**src/rtl/proton_mem_arbiter_if.sv**
```systemverilog
// Shared bus between IF/MEM requesters, the unified RAM and the arbiter.
// The slave modport is the arbiter side; master is the requester/RAM side.
interface proton_mem_arbiter_if #(
    parameter int AW = 10,
    parameter int DW = 32
);
    logic          IF_REQ;
    logic [AW-1:0] IF_ADDR;
    logic          IF_GNT;
    logic          IF_RVALID;
    logic [DW-1:0] IF_RDATA;
    logic          MEM_REQ;
    logic          MEM_WE;
    logic [AW-1:0] MEM_ADDR;
    logic [DW-1:0] MEM_WDATA;
    logic          MEM_GNT;
    logic          MEM_RVALID;
    logic [DW-1:0] MEM_RDATA;
    logic          RAM_EN;
    logic          RAM_WE;
    logic [AW-1:0] RAM_ADDR;
    logic [DW-1:0] RAM_WDATA;
    logic [DW-1:0] RAM_RDATA;
    logic [15:0]   CONFLICT_CNT;

    modport slave (
        input  IF_REQ, IF_ADDR,
        input  MEM_REQ, MEM_WE, MEM_ADDR, MEM_WDATA,
        input  RAM_RDATA,
        output IF_GNT, IF_RVALID, IF_RDATA,
        output MEM_GNT, MEM_RVALID, MEM_RDATA,
        output RAM_EN, RAM_WE, RAM_ADDR, RAM_WDATA,
        output CONFLICT_CNT
    );

    modport master (
        output IF_REQ, IF_ADDR,
        output MEM_REQ, MEM_WE, MEM_ADDR, MEM_WDATA,
        output RAM_RDATA,
        input  IF_GNT, IF_RVALID, IF_RDATA,
        input  MEM_GNT, MEM_RVALID, MEM_RDATA,
        input  RAM_EN, RAM_WE, RAM_ADDR, RAM_WDATA,
        input  CONFLICT_CNT
    );
endinterface

```
**src/rtl/proton_mem_arbiter.sv**
```systemverilog
// IF/MEM arbiter for the PROTON unified single-port RAM.
// Define PROTON_ARB_RR_EN for round-robin conflicts instead of MEM priority.
module proton_mem_arbiter #(
    parameter int AW           = 10,
    parameter int DW           = 32,
    parameter int STARVE_LIMIT = 4
) (
    input  logic                 CLK1,
    input  logic                 RST,
    proton_mem_arbiter_if.slave  bus
);
    typedef enum logic [1:0] {
        OWN_NONE = 2'd0,
        OWN_IF   = 2'd1,
        OWN_MEM  = 2'd2
    } owner_t;

    owner_t        owner;
    logic          ram_en;
    logic          ram_we;
    logic [AW-1:0] ram_addr;
    logic [DW-1:0] ram_wdata;
    logic          if_rvalid;
    logic          mem_rvalid;
    logic [15:0]   conflict_cnt;

    logic both;
    logic if_only;
    logic mem_only;
    logic win_if;
    logic win_mem;

    assign both     = bus.IF_REQ & bus.MEM_REQ;
    assign if_only  = bus.IF_REQ & ~bus.MEM_REQ;
    assign mem_only = bus.MEM_REQ & ~bus.IF_REQ;

`ifdef PROTON_ARB_RR_EN
    // 0: IF was granted last, 1: MEM was granted last
    logic rr_ptr;
    logic conf_if;

    assign conf_if = rr_ptr;
`else
    logic [3:0] starve_cnt;
    logic       conf_if;

    assign conf_if = starve_cnt >= 4'(STARVE_LIMIT);
`endif

    always_comb begin
        win_if  = 1'b0;
        win_mem = 1'b0;
        unique case (1'b1)
            both: begin
                win_if  = conf_if;
                win_mem = ~conf_if;
            end
            if_only:  win_if  = 1'b1;
            mem_only: win_mem = 1'b1;
            default: ;
        endcase
    end

    always_ff @(posedge CLK1) begin
        if (RST) begin
            owner        <= OWN_NONE;
            ram_en       <= 1'b0;
            ram_we       <= 1'b0;
            ram_addr     <= '0;
            ram_wdata    <= '0;
            if_rvalid    <= 1'b0;
            mem_rvalid   <= 1'b0;
            conflict_cnt <= '0;
`ifdef PROTON_ARB_RR_EN
            rr_ptr       <= 1'b0;
`else
            starve_cnt   <= '0;
`endif
        end else begin
            if_rvalid  <= (owner == OWN_IF) & ~ram_we;
            mem_rvalid <= (owner == OWN_MEM) & ~ram_we;

            if (both && conflict_cnt != 16'hFFFF)
                conflict_cnt <= conflict_cnt + 16'd1;

            unique case (1'b1)
                win_if: begin
                    owner     <= OWN_IF;
                    ram_en    <= 1'b1;
                    ram_we    <= 1'b0;
                    ram_addr  <= bus.IF_ADDR;
                    ram_wdata <= '0;
                end
                win_mem: begin
                    owner     <= OWN_MEM;
                    ram_en    <= 1'b1;
                    ram_we    <= bus.MEM_WE;
                    ram_addr  <= bus.MEM_ADDR;
                    ram_wdata <= bus.MEM_WDATA;
                end
                default: begin
                    owner     <= OWN_NONE;
                    ram_en    <= 1'b0;
                    ram_we    <= 1'b0;
                    ram_addr  <= '0;
                    ram_wdata <= '0;
                end
            endcase

`ifdef PROTON_ARB_RR_EN
            if (win_if)
                rr_ptr <= 1'b0;
            else if (win_mem)
                rr_ptr <= 1'b1;
`else
            if (!bus.IF_REQ || win_if)
                starve_cnt <= '0;
            else if (starve_cnt != 4'hF)
                starve_cnt <= starve_cnt + 4'd1;
`endif
        end
    end

    assign bus.IF_GNT       = (owner == OWN_IF);
    assign bus.MEM_GNT      = (owner == OWN_MEM);
    assign bus.IF_RVALID    = if_rvalid;
    assign bus.MEM_RVALID   = mem_rvalid;
    assign bus.IF_RDATA     = if_rvalid ? bus.RAM_RDATA : '0;
    assign bus.MEM_RDATA    = mem_rvalid ? bus.RAM_RDATA : '0;
    assign bus.RAM_EN       = ram_en;
    assign bus.RAM_WE       = ram_we;
    assign bus.RAM_ADDR     = ram_addr;
    assign bus.RAM_WDATA    = ram_wdata;
    assign bus.CONFLICT_CNT = conflict_cnt;
endmodule

```
**src/flat_wrapper.sv**
```systemverilog
// flat-port wrapper written by rule: the top's interface ports become plain ports
module proton_mem_arbiter_flat 
#(
    parameter int AW           = 10,
    parameter int DW           = 32,
    parameter int STARVE_LIMIT = 4
)
  (CLK1, RST, bus_IF_REQ, bus_IF_ADDR, bus_MEM_REQ, bus_MEM_WE, bus_MEM_ADDR, bus_MEM_WDATA, bus_RAM_RDATA, bus_IF_GNT, bus_IF_RVALID, bus_IF_RDATA, bus_MEM_GNT, bus_MEM_RVALID, bus_MEM_RDATA, bus_RAM_EN, bus_RAM_WE, bus_RAM_ADDR, bus_RAM_WDATA, bus_CONFLICT_CNT);
  proton_mem_arbiter_if #(.AW(AW), .DW(DW)) bus_i ();
  input  logic CLK1;
  input  logic RST;
  input wire logic [$bits(bus_i.IF_REQ)-1:0] bus_IF_REQ;
  input wire logic [$bits(bus_i.IF_ADDR)-1:0] bus_IF_ADDR;
  input wire logic [$bits(bus_i.MEM_REQ)-1:0] bus_MEM_REQ;
  input wire logic [$bits(bus_i.MEM_WE)-1:0] bus_MEM_WE;
  input wire logic [$bits(bus_i.MEM_ADDR)-1:0] bus_MEM_ADDR;
  input wire logic [$bits(bus_i.MEM_WDATA)-1:0] bus_MEM_WDATA;
  input wire logic [$bits(bus_i.RAM_RDATA)-1:0] bus_RAM_RDATA;
  output wire logic [$bits(bus_i.IF_GNT)-1:0] bus_IF_GNT;
  output wire logic [$bits(bus_i.IF_RVALID)-1:0] bus_IF_RVALID;
  output wire logic [$bits(bus_i.IF_RDATA)-1:0] bus_IF_RDATA;
  output wire logic [$bits(bus_i.MEM_GNT)-1:0] bus_MEM_GNT;
  output wire logic [$bits(bus_i.MEM_RVALID)-1:0] bus_MEM_RVALID;
  output wire logic [$bits(bus_i.MEM_RDATA)-1:0] bus_MEM_RDATA;
  output wire logic [$bits(bus_i.RAM_EN)-1:0] bus_RAM_EN;
  output wire logic [$bits(bus_i.RAM_WE)-1:0] bus_RAM_WE;
  output wire logic [$bits(bus_i.RAM_ADDR)-1:0] bus_RAM_ADDR;
  output wire logic [$bits(bus_i.RAM_WDATA)-1:0] bus_RAM_WDATA;
  output wire logic [$bits(bus_i.CONFLICT_CNT)-1:0] bus_CONFLICT_CNT;
  assign bus_i.IF_REQ = bus_IF_REQ;
  assign bus_i.IF_ADDR = bus_IF_ADDR;
  assign bus_i.MEM_REQ = bus_MEM_REQ;
  assign bus_i.MEM_WE = bus_MEM_WE;
  assign bus_i.MEM_ADDR = bus_MEM_ADDR;
  assign bus_i.MEM_WDATA = bus_MEM_WDATA;
  assign bus_i.RAM_RDATA = bus_RAM_RDATA;
  assign bus_IF_GNT = bus_i.IF_GNT;
  assign bus_IF_RVALID = bus_i.IF_RVALID;
  assign bus_IF_RDATA = bus_i.IF_RDATA;
  assign bus_MEM_GNT = bus_i.MEM_GNT;
  assign bus_MEM_RVALID = bus_i.MEM_RVALID;
  assign bus_MEM_RDATA = bus_i.MEM_RDATA;
  assign bus_RAM_EN = bus_i.RAM_EN;
  assign bus_RAM_WE = bus_i.RAM_WE;
  assign bus_RAM_ADDR = bus_i.RAM_ADDR;
  assign bus_RAM_WDATA = bus_i.RAM_WDATA;
  assign bus_CONFLICT_CNT = bus_i.CONFLICT_CNT;
  proton_mem_arbiter #(.AW(AW), .DW(DW), .STARVE_LIMIT(STARVE_LIMIT)) u_core (.CLK1(CLK1), .RST(RST), .bus(bus_i));
endmodule
```
**config.mk**
```make
export PLATFORM = sky130hd
export DESIGN_NAME = proton_mem_arbiter_flat
export DESIGN_NICKNAME = d
export VERILOG_FILES = /design/src/rtl/proton_mem_arbiter_if.sv /design/src/rtl/proton_mem_arbiter.sv /design/src/flat_wrapper.sv
export SDC_FILE = /design/constraint.sdc
export NUM_CORES = 1
export LEC_CHECK = 0
export ABC_AREA = 1
export ABC_CLOCK_PERIOD_IN_PS = 2100
export BUFFER_PORTS_ARGS = -buffer_cell sky130_fd_sc_hd__clkbuf_2
export CAP_MARGIN = 20
export CORE_MARGIN = 2
export CORE_UTILIZATION = 43
export CTS_BUF_LIST = sky130_fd_sc_hd__clkbuf_4
export CTS_CLUSTER_SIZE = 25
export DETAILED_ROUTE_END_ITERATION = 7
export HOLD_SLACK_MARGIN = 0.08
export PLACE_DENSITY = 0.85
export REMOVE_ABC_BUFFERS = 1
export SYNTH_ARGS = -nofsm -noshare
export SYNTH_HDL_FRONTEND = slang
export SYNTH_SLANG_ARGS = --single-unit
```
**constraint.sdc**
```tcl
create_clock -name CLK1 -period 2.1 [get_ports CLK1]
set_clock_uncertainty 0.15 [all_clocks]
set_input_delay 0.21 -clock CLK1 [delete_from_list [all_inputs] [get_ports CLK1]]
set_output_delay 0.21 -clock CLK1 [all_outputs]
set_load 0.02 [all_outputs]
```
# Yosys cells after proc, flatten, opt, wreduce, memory -nomap -nowiden
# Index checks and enable logic that the tools add are counted.
# word_totals
register_bits	68
inputBits	89
word_cells	39
# classes
add_sub_neg	2
order_cmp	1
n_eq_ne	4
n_mux	7
bitwise	10
n_reduce_logical	6
# ops
operator	n
2-to-1 mux 32 bit	2
case mux 10 bit (2 select lines)	1
adder 16 x 1 -> 16 bit, second input constant	1
!= test 16 bit, second input constant	1
OR reduction 2 bit	3
bitwise AND 1 bit	5
inverter 1 bit	5
adder 4 x 1 -> 4 bit, second input constant	1
>= comparator 4 x 3 -> 1 bit, second input constant	1
!= test 4 bit, second input constant	1
case mux 1 bit (2 select lines)	2
case mux 2 bit (2 select lines)	1
equality test 2 x 1 -> 1 bit, second input constant	1
equality test 2 bit, second input constant	1
logical AND 1 bit	1
logical NOT 1 bit	1
logical OR 1 bit	1
2-to-1 mux 1 bit	1

# Logic depth before layout (Yosys ltp)
# logic_depth
depth_word	5
mapped_depth	9
mapped_depth_nobuf	9

# Least setup slack after synthesis
# Ideal clock, no wire load.
# synth_timing
path_kind	flip-flop to flip-flop
startpoint	reg u_core.conflict_cnt[0] (netlist: u_core.bus.CONFLICT_CNT[0])
endpoint	reg u_core.conflict_cnt[15] (netlist: u_core.bus.CONFLICT_CNT[15])
t_arrival_ps	1417
required_time_ps	1835
setup_slack_ps	418
path_stages_with_launch	8
path_cell_list	dfxtp_1 > ha_1 > inv_1 > nor2_4 > nand4_4 > buf_6 > a21oi_1 > nor2_1
# synth_via
elab_chain_len	2
# synth_rtl
item	line	source
from (decl)	proton_mem_arbiter.sv:25	logic [15:0] conflict_cnt;
from (signal assigned)	proton_mem_arbiter.sv:84	conflict_cnt <= conflict_cnt + 16'd1;
branches (longest 2 deep; another with adder 16 x 1 -> 16 bit)	--	
# Parallel ways; which one is timed is not known.
# A chain may end at the register's enable or synchronous reset.

# Worst setup path after layout
# layout_timing
startpoint	in bus_MEM_REQ
endpoint	reg u_core.ram_en (netlist: u_core.bus.RAM_EN)
# layout_via
elab_chain_len	5
# layout_rtl
item	line	source
from (decl)	flat_wrapper.sv:14	input wire logic [$bits(bus_i.MEM_REQ)-1:0] bus_MEM_REQ;
inverter 1 bit	proton_mem_arbiter.sv:34	assign if_only = bus.IF_REQ & ~bus.MEM_REQ;
bitwise AND 1 bit	proton_mem_arbiter.sv:34	
case mux 1 bit (2 select lines)	proton_mem_arbiter.sv:53	unique case (1'b1)
OR reduction 2 bit (no line) *	--	
2-to-1 mux 1 bit *	proton_mem_arbiter.sv:86	unique case (1'b1)
to (signal assigned)	proton_mem_arbiter.sv:67	ram_en <= 1'b0;
to (signal assigned)	proton_mem_arbiter.sv:89	ram_en <= 1'b1;
to (signal assigned)	proton_mem_arbiter.sv:96	ram_en <= 1'b1;
to (decl)	proton_mem_arbiter.sv:19	logic ram_en;
# Mark *: on every way between the ends. The rest lies on a longest branch, timed or not.

==> qor.csv <==
metric,value,unit
status,"complete, no violations",
rsz0062_at_grt,no,
slew_headroom,64.02,%
route.detailed.drc,0,
cts_made_buffers,9,
synth_cell_types,26,
numPortBuffers,216,
max_freq,496.3,MHz
critPathKind,primary input to flop,
first_pass_iters,8,
grt_pass1_wl,17040,um
power.sequential.fraction,45.6,%
antenna_found_initial,0,
die-area,8034,um^2
pwr-share-clk,38.3,%
seq_area,1361,um^2
hold_path_class,primary input to flop,
synth_cells,474,
arrival,2190,ps
dieHeight,89.63,um
rows,31,
dp_hpwl,7891,um
cts_sinks,68,
crit_required,2270,ps
synth.avg_cell_area,6.652,um^2
crit_fanout,4,
yosys_warnings,0,
grt_util_all_layers,28.60,%
slew_viol_final,0,
tightest_slew,539.0,ps
synth_edf_count,0,
routed_wl,12130,um
grt_pass1_vias,3461,
clock_latency,420,ps
avgViaCountPerCell,4.637,
wl_per_cell,14.23,um
r2r_setup_slack,240,ps
finalHoldViolCount,0,
startpoint_type,primary input,
synth_ff_type,dfxtp_1,
drt_iter0_markers,165,
fin_area,5040,um^2
io_pins,217,
route.vias.total,3951,
setup_viol,0,
cts_max_level,3,
nFillCells,531,
cts_root_buffer,clkbuf_4,
leakagePower,3.186,nW
setup_ws,85.08,ps
synth-seq-area-share,43.17,%
power_frac_comb,16.1,%
final_nets,836,
maxCapViolations,0,
grt_max_degree,34,
p_sw,0.0008096,W
area_delta_synth_final,59.84,%
layout-drive-gt1-share,34.40,%
synth-seq-cells,68,
end_kind,flop,
cts_tree,yes,
globalplace.congestion,0.9625,
internal_power,0.002150,W
place_area,4265,um^2
peakVddDrop,0.5147,mV
initial_core_util,43.94,%
path_clk_slew,130,ps
core_area,7176,um^2
multiInputGateArea,1241,um^2
timing.final.crit_share,95.95,%
post_cts_buffers,0,
fin_tns_setup,0,ps
fin_util,70.24,%
synth.area.top_cells,"dfxtp_1, nand2_1, inv_1, nor2_1, nand3_1",
synth.most_common_cell,nand2_1,
pre_cts_ws,373.5,ps
cts_max_path_buffers,2,
postSynth.asyncResetShare,0,%
die_x,89.63,um
gr-total-overflow,0,
synthTopCellsByCount,"nand2_1, inv_1, nor2_1",
period_minus_slack,2015,ps
power_density,587.3,nW/um^2
synth_top_area_share,43.17,%
yosysTopAreaCell,dfxtp_1,
ant_nets,0,
swShare,27.35,%
synth_area,3153,um^2
==> cell usage in the layout (no fill, tap or decap), types with 2 or more instances in the layout <==
cell           count
ha_1               2
dlygate4sd3_1     57
nor2_2             5
a21oi_1           21
buf_4              3
nand2_1          117
diode_2            3
nor2_1            78
inv_1            114
nand2_2            7
nand3_2            3
nor3_1             2
clkbuf_4           9
nor2_4             5
dfxtp_1           68
bufinv_16          3
nand3_1           23
clkbuf_2         215
inv_6              2
nor4_1             2
nand4_1            2
==> power by group through the flow <==
| stage | clock (W) | sequential (W) | combinational, W |
|---|---|---|---|
| after global placement | 0 | 0.00137 | 0.000362 |
| after detailed placement | 0 | 0.00138 | 0.000369 |
| after floorplan | 0 | 0.00143 | 0.000124 |
| after CTS | 0.00113 | 0.00135 | 0.000456 |
| final | 0.00113 | 0.00135 | 0.000477 |
| after global routing | 0.00121 | 0.00135 | 0.000513 |
==> worst paths after layout <==
path	start	endpoint	cells past startpoint
setup reg to reg	u_core.starve_cnt[2]	u_core.bus.RAM_WDATA[7]	7
hold reg to reg	u_core.owner[0]	u_core.bus.MEM_RVALID	1
hold / removal	bus_IF_REQ	u_core.bus.RAM_ADDR[8]	3
setup / recovery	bus_MEM_REQ	u_core.bus.RAM_EN	6
==> layer usage <==
metal,wire length [um],global-route usage [%],part of all wire (%),vias up
met4,416,14.52,3.4,0
met2,6315,50.80,52,263
met5,0,0,0,-
met3,1075,8.684,8.9,40
met1,4321,30.52,36,1735
li1,-,-,-,1913
==> through the flow <==
stage | total power, W | cells | hold WS, ps
after global placement | 0.001737 | 776 | 256.8
after CTS | 0.002931 | 850 | 317.8
after floorplan | 0.001554 | 458 | 129.1
after global routing | 0.003077 | 849 | 255.4
after detailed placement | 0.001745 | 776 | 261.7
final | 0.002960 | 852 | 256.8
==> timing repair <==
item | 4_1_cts | 5_1_grt
hold buffers | 58 | 0
setup endpoints to repair | 0 | 1
resized for setup | 0 | 1
endpoints found under the hold margin | 49 | 0
==> cell families after synthesis <==
family | count (synthesis) | share of synthesized area (%)
compound gates | 24 | 3.849
buf+inv | 132 | 17.46
flops | 68 | 43.17
simple gates | 247 | 34.60
other cells | 1 | 0.1189
fa+ha+maj | 2 | 0.7935
==> final cells by class <==
cell class	count	share of cell area, %
timing repair buffer	276	33.37
clock buffer	9	1.341
antenna	3	0.1490
multi-input combinational	274	24.63
inverter	116	8.640
tap	99	2.458
sequential	68	27.01
clock inverter	7	2.408
==> critical path, cell delays in order <==
cell           delay (ps)
dlygate4sd3_1         540
clkbuf_2              140
nor2_1                100
dlygate4sd3_1         570
nor2_1                 50
dlygate4sd3_1         580
==> sequential cells by signal, summed over array words and instances, names as in the netlist, 2 cells and up <==
signal	flops
u_core.bus.RAM_WDATA	32
u_core.bus.CONFLICT_CNT	16
u_core.bus.RAM_ADDR	10
u_core.starve_cnt	4
u_core.owner	2
Power figures use the tool's default switching activity.
